$ cat config.mk
export PLATFORM = sky130hd
export DESIGN_NAME = uart_rx_top
export DESIGN_NICKNAME = d
export VERILOG_FILES = /design/src/rtl/uart_rx_top.sv
export SDC_FILE = /design/constraint.sdc
export NUM_CORES = 1
export LEC_CHECK = 0
export BUFFER_PORTS_ARGS = -buffer_cell sky130_fd_sc_hd__clkbuf_2
export CORE_UTILIZATION = 45
export CTS_CLUSTER_DIAMETER = 100
export DETAILED_ROUTE_END_ITERATION = 7
export PLACE_DENSITY = 0.71
export SYNTH_ARGS = -nofsm -noshare
export SYNTH_HDL_FRONTEND = slang
export SYNTH_SLANG_ARGS = --single-unit
$ cat constraint.sdc
create_clock -name clk -period 8.4 [get_ports clk]
set_input_delay 0.42 -clock clk [delete_from_list [all_inputs] [get_ports clk]]
set_output_delay 0.42 -clock clk [all_outputs]
set_load 0.02 [all_outputs]
$ cat src/rtl/uart_rx_top.sv
// UART receiver: 16x oversampled deframer feeding an RX FIFO or a single holding register.
// Optional receive timeout is built when UART_RX_TIMEOUT_EN is defined; otherwise timeout_o is tied low.
module uart_rx_top #(
  parameter int FIFO_DEPTH    = 16,
  parameter int TIMEOUT_TICKS = 640
) (
  input  logic       clk,
  input  logic       reset,
  input  logic       rx_en_i,
  input  logic       fifo_en_i,
  input  logic       fifo_rx_reset_i,
  input  logic       tick_i,
  input  logic       parity_en_i,
  input  logic       parity_type_i,
  input  logic       stop_bit_num_i,
  input  logic [1:0] data_bit_num_i,
  input  logic       rx_i,
  input  logic       read_data_i,
  input  logic       err_clr_i,
  output logic [7:0] data_o,
  output logic       parity_err_o,
  output logic       frame_err_o,
  output logic       overrun_o,
  output logic       fifo_rx_empty_o,
  output logic       fifo_rx_full_o,
  output logic       recv_fi_o,
  output logic       timeout_o
);
  localparam int AW = $clog2(FIFO_DEPTH);

  // state      | meaning
  // IDLE       | wait for falling edge; START: mid-start check; DATA/PARITY/STOP1/STOP2: bit samples
  // BREAK_WAIT | break frame pushed, hold until the line is high again
  typedef enum logic [2:0] {IDLE, START, DATA, PARITY, STOP1, STOP2, BREAK_WAIT} state_t;
  state_t state, state_nxt;

  logic rx_s1, rx_s2, rx_prev;
  logic [3:0] tick_cnt, tick_cnt_nxt;
  logic [2:0] bit_cnt, bit_cnt_nxt;
  logic [7:0] shreg, shreg_nxt;
  logic par_acc, par_acc_nxt, perr, perr_nxt, ferr, ferr_nxt;
  logic f_par_en, f_par_type, f_stop2, f_par_en_nxt, f_par_type_nxt, f_stop2_nxt;
  logic [1:0] f_bits, f_bits_nxt;
  logic done, push;
  logic [9:0] push_word;

  always_ff @(posedge clk) begin
    if (reset) begin
      rx_s1 <= 1'b1; rx_s2 <= 1'b1; rx_prev <= 1'b1;
      state <= IDLE; tick_cnt <= '0; bit_cnt <= '0; shreg <= '0;
      par_acc <= 1'b0; perr <= 1'b0; ferr <= 1'b0;
      f_par_en <= 1'b0; f_par_type <= 1'b0; f_stop2 <= 1'b0; f_bits <= '0;
      recv_fi_o <= 1'b0;
    end else begin
      rx_s1 <= rx_i; rx_s2 <= rx_s1; rx_prev <= rx_s2;
      state <= state_nxt; tick_cnt <= tick_cnt_nxt; bit_cnt <= bit_cnt_nxt; shreg <= shreg_nxt;
      par_acc <= par_acc_nxt; perr <= perr_nxt; ferr <= ferr_nxt;
      f_par_en <= f_par_en_nxt; f_par_type <= f_par_type_nxt; f_stop2 <= f_stop2_nxt; f_bits <= f_bits_nxt;
      recv_fi_o <= push;
    end
  end

  always_comb begin
    state_nxt = state; tick_cnt_nxt = tick_cnt; bit_cnt_nxt = bit_cnt; shreg_nxt = shreg;
    par_acc_nxt = par_acc; perr_nxt = perr; ferr_nxt = ferr;
    f_par_en_nxt = f_par_en; f_par_type_nxt = f_par_type; f_stop2_nxt = f_stop2; f_bits_nxt = f_bits;
    done = 1'b0; push = 1'b0; push_word = '0;
    if (tick_i) tick_cnt_nxt = tick_cnt + 4'd1;
    case (state)
      IDLE: if (rx_en_i && rx_prev && !rx_s2) begin
        state_nxt = START; tick_cnt_nxt = '0;
      end
      START: if (tick_i && tick_cnt == 4'd7) begin
        if (rx_s2) state_nxt = IDLE;
        else begin
          state_nxt = DATA; tick_cnt_nxt = '0; bit_cnt_nxt = '0; shreg_nxt = '0;
          par_acc_nxt = 1'b0; perr_nxt = 1'b0; ferr_nxt = 1'b0;
          f_par_en_nxt = parity_en_i; f_par_type_nxt = parity_type_i;
          f_stop2_nxt = stop_bit_num_i; f_bits_nxt = data_bit_num_i;
        end
      end
      DATA: if (tick_i && tick_cnt == 4'd15) begin
        shreg_nxt[bit_cnt] = rx_s2;
        par_acc_nxt = par_acc ^ rx_s2;
        // last data bit index is 4 + data_bit_num
        if (bit_cnt == {1'b1, f_bits}) state_nxt = f_par_en ? PARITY : STOP1;
        else bit_cnt_nxt = bit_cnt + 3'd1;
      end
      PARITY: if (tick_i && tick_cnt == 4'd15) begin
        perr_nxt = par_acc ^ rx_s2 ^ f_par_type;
        state_nxt = STOP1;
      end
      STOP1: if (tick_i && tick_cnt == 4'd15) begin
        ferr_nxt = ferr | !rx_s2;
        if (f_stop2) state_nxt = STOP2;
        else done = 1'b1;
      end
      STOP2: if (tick_i && tick_cnt == 4'd15) begin
        ferr_nxt = ferr | !rx_s2;
        done = 1'b1;
      end
      BREAK_WAIT: if (rx_s2) state_nxt = IDLE;
      default: state_nxt = IDLE;
    endcase
    if (done) begin
      push = 1'b1;
      push_word = {ferr_nxt, perr, shreg};
      state_nxt = (ferr_nxt && shreg == 8'd0) ? BREAK_WAIT : IDLE;
    end
    if (!rx_en_i) begin
      state_nxt = IDLE; push = 1'b0;
    end
  end

  logic [9:0]  mem [FIFO_DEPTH];
  logic [AW-1:0] wr_ptr, rd_ptr;
  logic [AW:0] count, cap;
  logic empty, full, pop, wr, overflow;

  assign cap      = fifo_en_i ? (AW+1)'(FIFO_DEPTH) : (AW+1)'(1);
  assign empty    = (count == '0);
  assign full     = (count >= cap);
  assign pop      = read_data_i && !empty && !fifo_rx_reset_i;
  assign wr       = push && (!full || pop) && !fifo_rx_reset_i;
  assign overflow = push && full && !pop && !fifo_rx_reset_i;

  always_ff @(posedge clk) begin
    if (reset || fifo_rx_reset_i) begin
      wr_ptr <= '0; rd_ptr <= '0; count <= '0;
    end else begin
      if (wr) wr_ptr <= wr_ptr + 1'b1;
      if (pop) rd_ptr <= rd_ptr + 1'b1;
      count <= count + (AW+1)'(wr) - (AW+1)'(pop);
    end
  end

  always_ff @(posedge clk) begin
    if (wr) mem[wr_ptr] <= push_word;
  end

  always_ff @(posedge clk) begin
    if (reset) overrun_o <= 1'b0;
    else if (overflow) overrun_o <= 1'b1;
    else if (err_clr_i) overrun_o <= 1'b0;
  end

  assign {frame_err_o, parity_err_o, data_o} = empty ? 10'd0 : mem[rd_ptr];
  assign fifo_rx_empty_o = empty;
  assign fifo_rx_full_o  = full;

`ifdef UART_RX_TIMEOUT_EN
  localparam int TW = $clog2(TIMEOUT_TICKS + 1);
  logic [TW-1:0] idle_cnt;
  logic timeout_q;

  // down-counter reloads on any buffer activity and fires at terminal count
  always_ff @(posedge clk) begin
    if (reset || wr || pop || fifo_rx_reset_i) begin
      idle_cnt <= TW'(TIMEOUT_TICKS); timeout_q <= 1'b0;
    end else if (tick_i && !empty && state == IDLE && !timeout_q) begin
      if (idle_cnt == TW'(1)) timeout_q <= 1'b1;
      idle_cnt <= idle_cnt - TW'(1);
    end
  end
  assign timeout_o = timeout_q;
`else
  logic unused_timeout_cfg;
  assign unused_timeout_cfg = (TIMEOUT_TICKS > 0);
  assign timeout_o = 1'b0;
`endif
endmodule

==> results.cfg <==
[finish]
drive_above_1_share_pct = 19.1
area_growth_pct = 12.7
fill_cells = 1568
antenna_cells = 0
nets = 641

[timing]
finalSetupTns_ps = 0
fin_crit_sh_pct = 43.3
slew_violations = 0
setup_viol = 0
whs_ps = 115
min_period_ps = 3640
final_hold_viol_count = 0
fin_skew_ps = 20.4
worst_pin_slew_ps = 1110
fmax_mhz = 275
relSlewSlack_pct = 25.8
rsz0062_at_grt = no

[global_routing]
grt_pass1_vias = 4996
grt_use_total_pct = 17.8
grt_pass1_wl_um = 27200
grt_overflow_total = 0
antenna_found_initial = 0
grt_max_degree = 41

[yosys]
syn_inst = 584
synth_top_area_share_pct = 54.7
ys.flop_type = edfxtp_1
yosysWarnings = 0
synth_area_per_cell_sq_um = 15.0
synth_edf_count = 160
ys_seq_area_share_pct = 65.7
async_flop_share_pct = 0
synth-seq-cells = 208
synth_most_common_cell = edfxtp_1
synthesis.area_sq_um = 8780
ys_types = 60
synth_top_cell_by_area = edfxtp_1
synth_area_leaders = edfxtp_1, dfxtp_1, mux4_2
synth_common_cells = edfxtp_1, nor2_1, dfxtp_1
synth.net_count = 616

[floorplan]
ioPinCount = 29
initial_core_util_pct = 46.5
die_w_um = 142
dieArea_sq_um = 20100
core_area_sq_um = 18900
die_h_um = 142
rows = 50

[power_and_ir_drop]
cellLeakagePower_nw = 2.96
p_int_mw = 1.74
pwr-share-clk_pct = 45.7
netSwitchingFraction_pct = 20.2
pwr-share-comb_pct = 3.9
p_switching_mw = 0.441
ir_drop_mv = 0.129
total_power_mw = 2.18
power_density_nw_per_um2 = 221
seq_power_share_pct = 50.4

[clock_network]
post_cts_buffers = 0
cts_hold_buffers = 0
clock_latency_ps = 510
cts_tree = yes
root_buffer = clkbuf_16
htree_levels = 1
cts_resized = 0
clock_sinks = 208
clockBufferDepth = 3
clkTransAtPathRegs_ps = 60
cts_made_buffers = 22

[setup_path]
end_kind = flop
startpoint_type = flop
worstSetupPathType = flop to flop
cp_max_fo = 13
required_ps = 8830
cp.arrival_ps = 4070

[routing]
vias = 4873
drt-initial-drc-count = 324
wl_per_cell_um = 19.3
detail-route-antenna-nets = 0
dr.pass1.iters = 4
wirelength_um = 17000
drc = 0
viasPerCell = 5.52

[place]
hpwl_um = 10900
gp_congestion = 0.836
portBuffers = 27

[run_status]
status = finished clean

[job]
cap_violations = 0

[hold_path]
hold_class = input pin to flop
## state kept, by name (all words and copies together), names as in the netlist, 2 cells and up, named ones only
register	flops
bit_cnt	3
count	5
mem	160
f_bits	2
shreg	8
rd_ptr	4
state	3
wr_ptr	4
tick_cnt	4
## cells by family (layout without fill, tap and decap cells)
logic type	Yosys count	count (layout)	share of synthesized area (%)
DFF	208	208	65.7
and+or+nand+nor	157	157	9.44
muxes	64	64	13.0
xor gates and xnor gates	13	13	1.30
AOI/OAI and AO/OA	74	74	5.56
buffers and inverters	49	88	2.31
other	1	1	0.0427
adders and majority gates	18	18	2.65
## metrics by stage
| step | area, sq um | worst slack, ps | utilization [%] | std cells |
|---|---|---|---|---|
| global route | 9890 | 4560 | 52.4 | 883 |
| detailed placement | 9150 | 4720 | 48.4 | 845 |
| floorplan | 8780 | 5170 | - | 584 |
| CTS | 9890 | 4780 | 52.4 | 883 |
| finish | 9890 | 4760 | 52.4 | 883 |
| global placement | 9150 | 4890 | 48.4 | 845 |
## power by group through the flow
stage,Combinational (mW),Clock [mW],Sequential [mW]
after floorplan,0.0654,0,1.12
after global placement,0.0822,0,1.12
after detailed placement,0.0854,0,1.12
after CTS,0.0858,1.02,1.10
after global routing,0.0940,1.05,1.10
final,0.0854,0.998,1.10
## worst paths after layout
kind | start | endpoint | slack, ps | depth (start not counted)
worst max register to register | count[2] | count[4] | 4760 | 14
worst min-delay path | rx_i | rx_s1 | 120 | 2
worst max-delay path | count[2] | count[4] | 4760 | 14
worst min register to register | rx_s1 | rx_s2 | 410 | 1
## layer usage
layer | routed length, um | share of wire, % | GRT usage, % | vias up
met3 | 807 | 4.7 | 3.07 | 27
li1 | - | - | - | 2283
met1 | 7590 | 45 | 24.1 | 2457
met5 | 0 | 0 | 0 | -
met2 | 8280 | 49 | 29.8 | 106
met4 | 343 | 2.0 | 4.75 | 0
## worst max-delay path, cell delays in order (launching register included)
cell and delay, ps:
dfxtp_1 350, inv_1 100, ha_1 220, or4b_2 250
nand2_1 130, o22ai_1 750, nand2_1 120, ha_1 320
inv_1 40, ha_1 200, fa_1 400, a21oi_1 150
nor2_1 60, or3_1 340, a21oi_1 140
## layout by cell type (no fill, tap or decap), drive strengths merged, types with 4 or more instances in the layout
cell    netlist  final
nand4         4      4
or2           5      5
o21ai         8      8
a21oi        23     23
and2         10     10
nand2        32     32
nand3         9      9
nor3b         4      4
nor2         53     53
clkinv        0      4
o22ai        11     11
ha           17     17
clkbuf       20     56
nand2b       10     10
nand3b        4      4
bufinv        0      4
o31ai         4      4
nor2b         5      5
dfxtp        48     48
mux4         40     40
inv          17     18
edfxtp      160    160
nor3          9      9
mux2i        24     24
buf          12      6
xor2          8      8
xnor2         5      5
## final cells by class
cell class	instances	area (sq um)	area share [%]
flip-flops and latches	208	5770	58.3
multi-input cells	327	2810	28.4
clock buffers	29	587	5.93
well taps	260	325	3.29
repair buffers	33	180	1.82
clock inverters	9	159	1.61
inverters	17	63.8	0.645
Note: power is estimated with default switching activity, not from simulation.
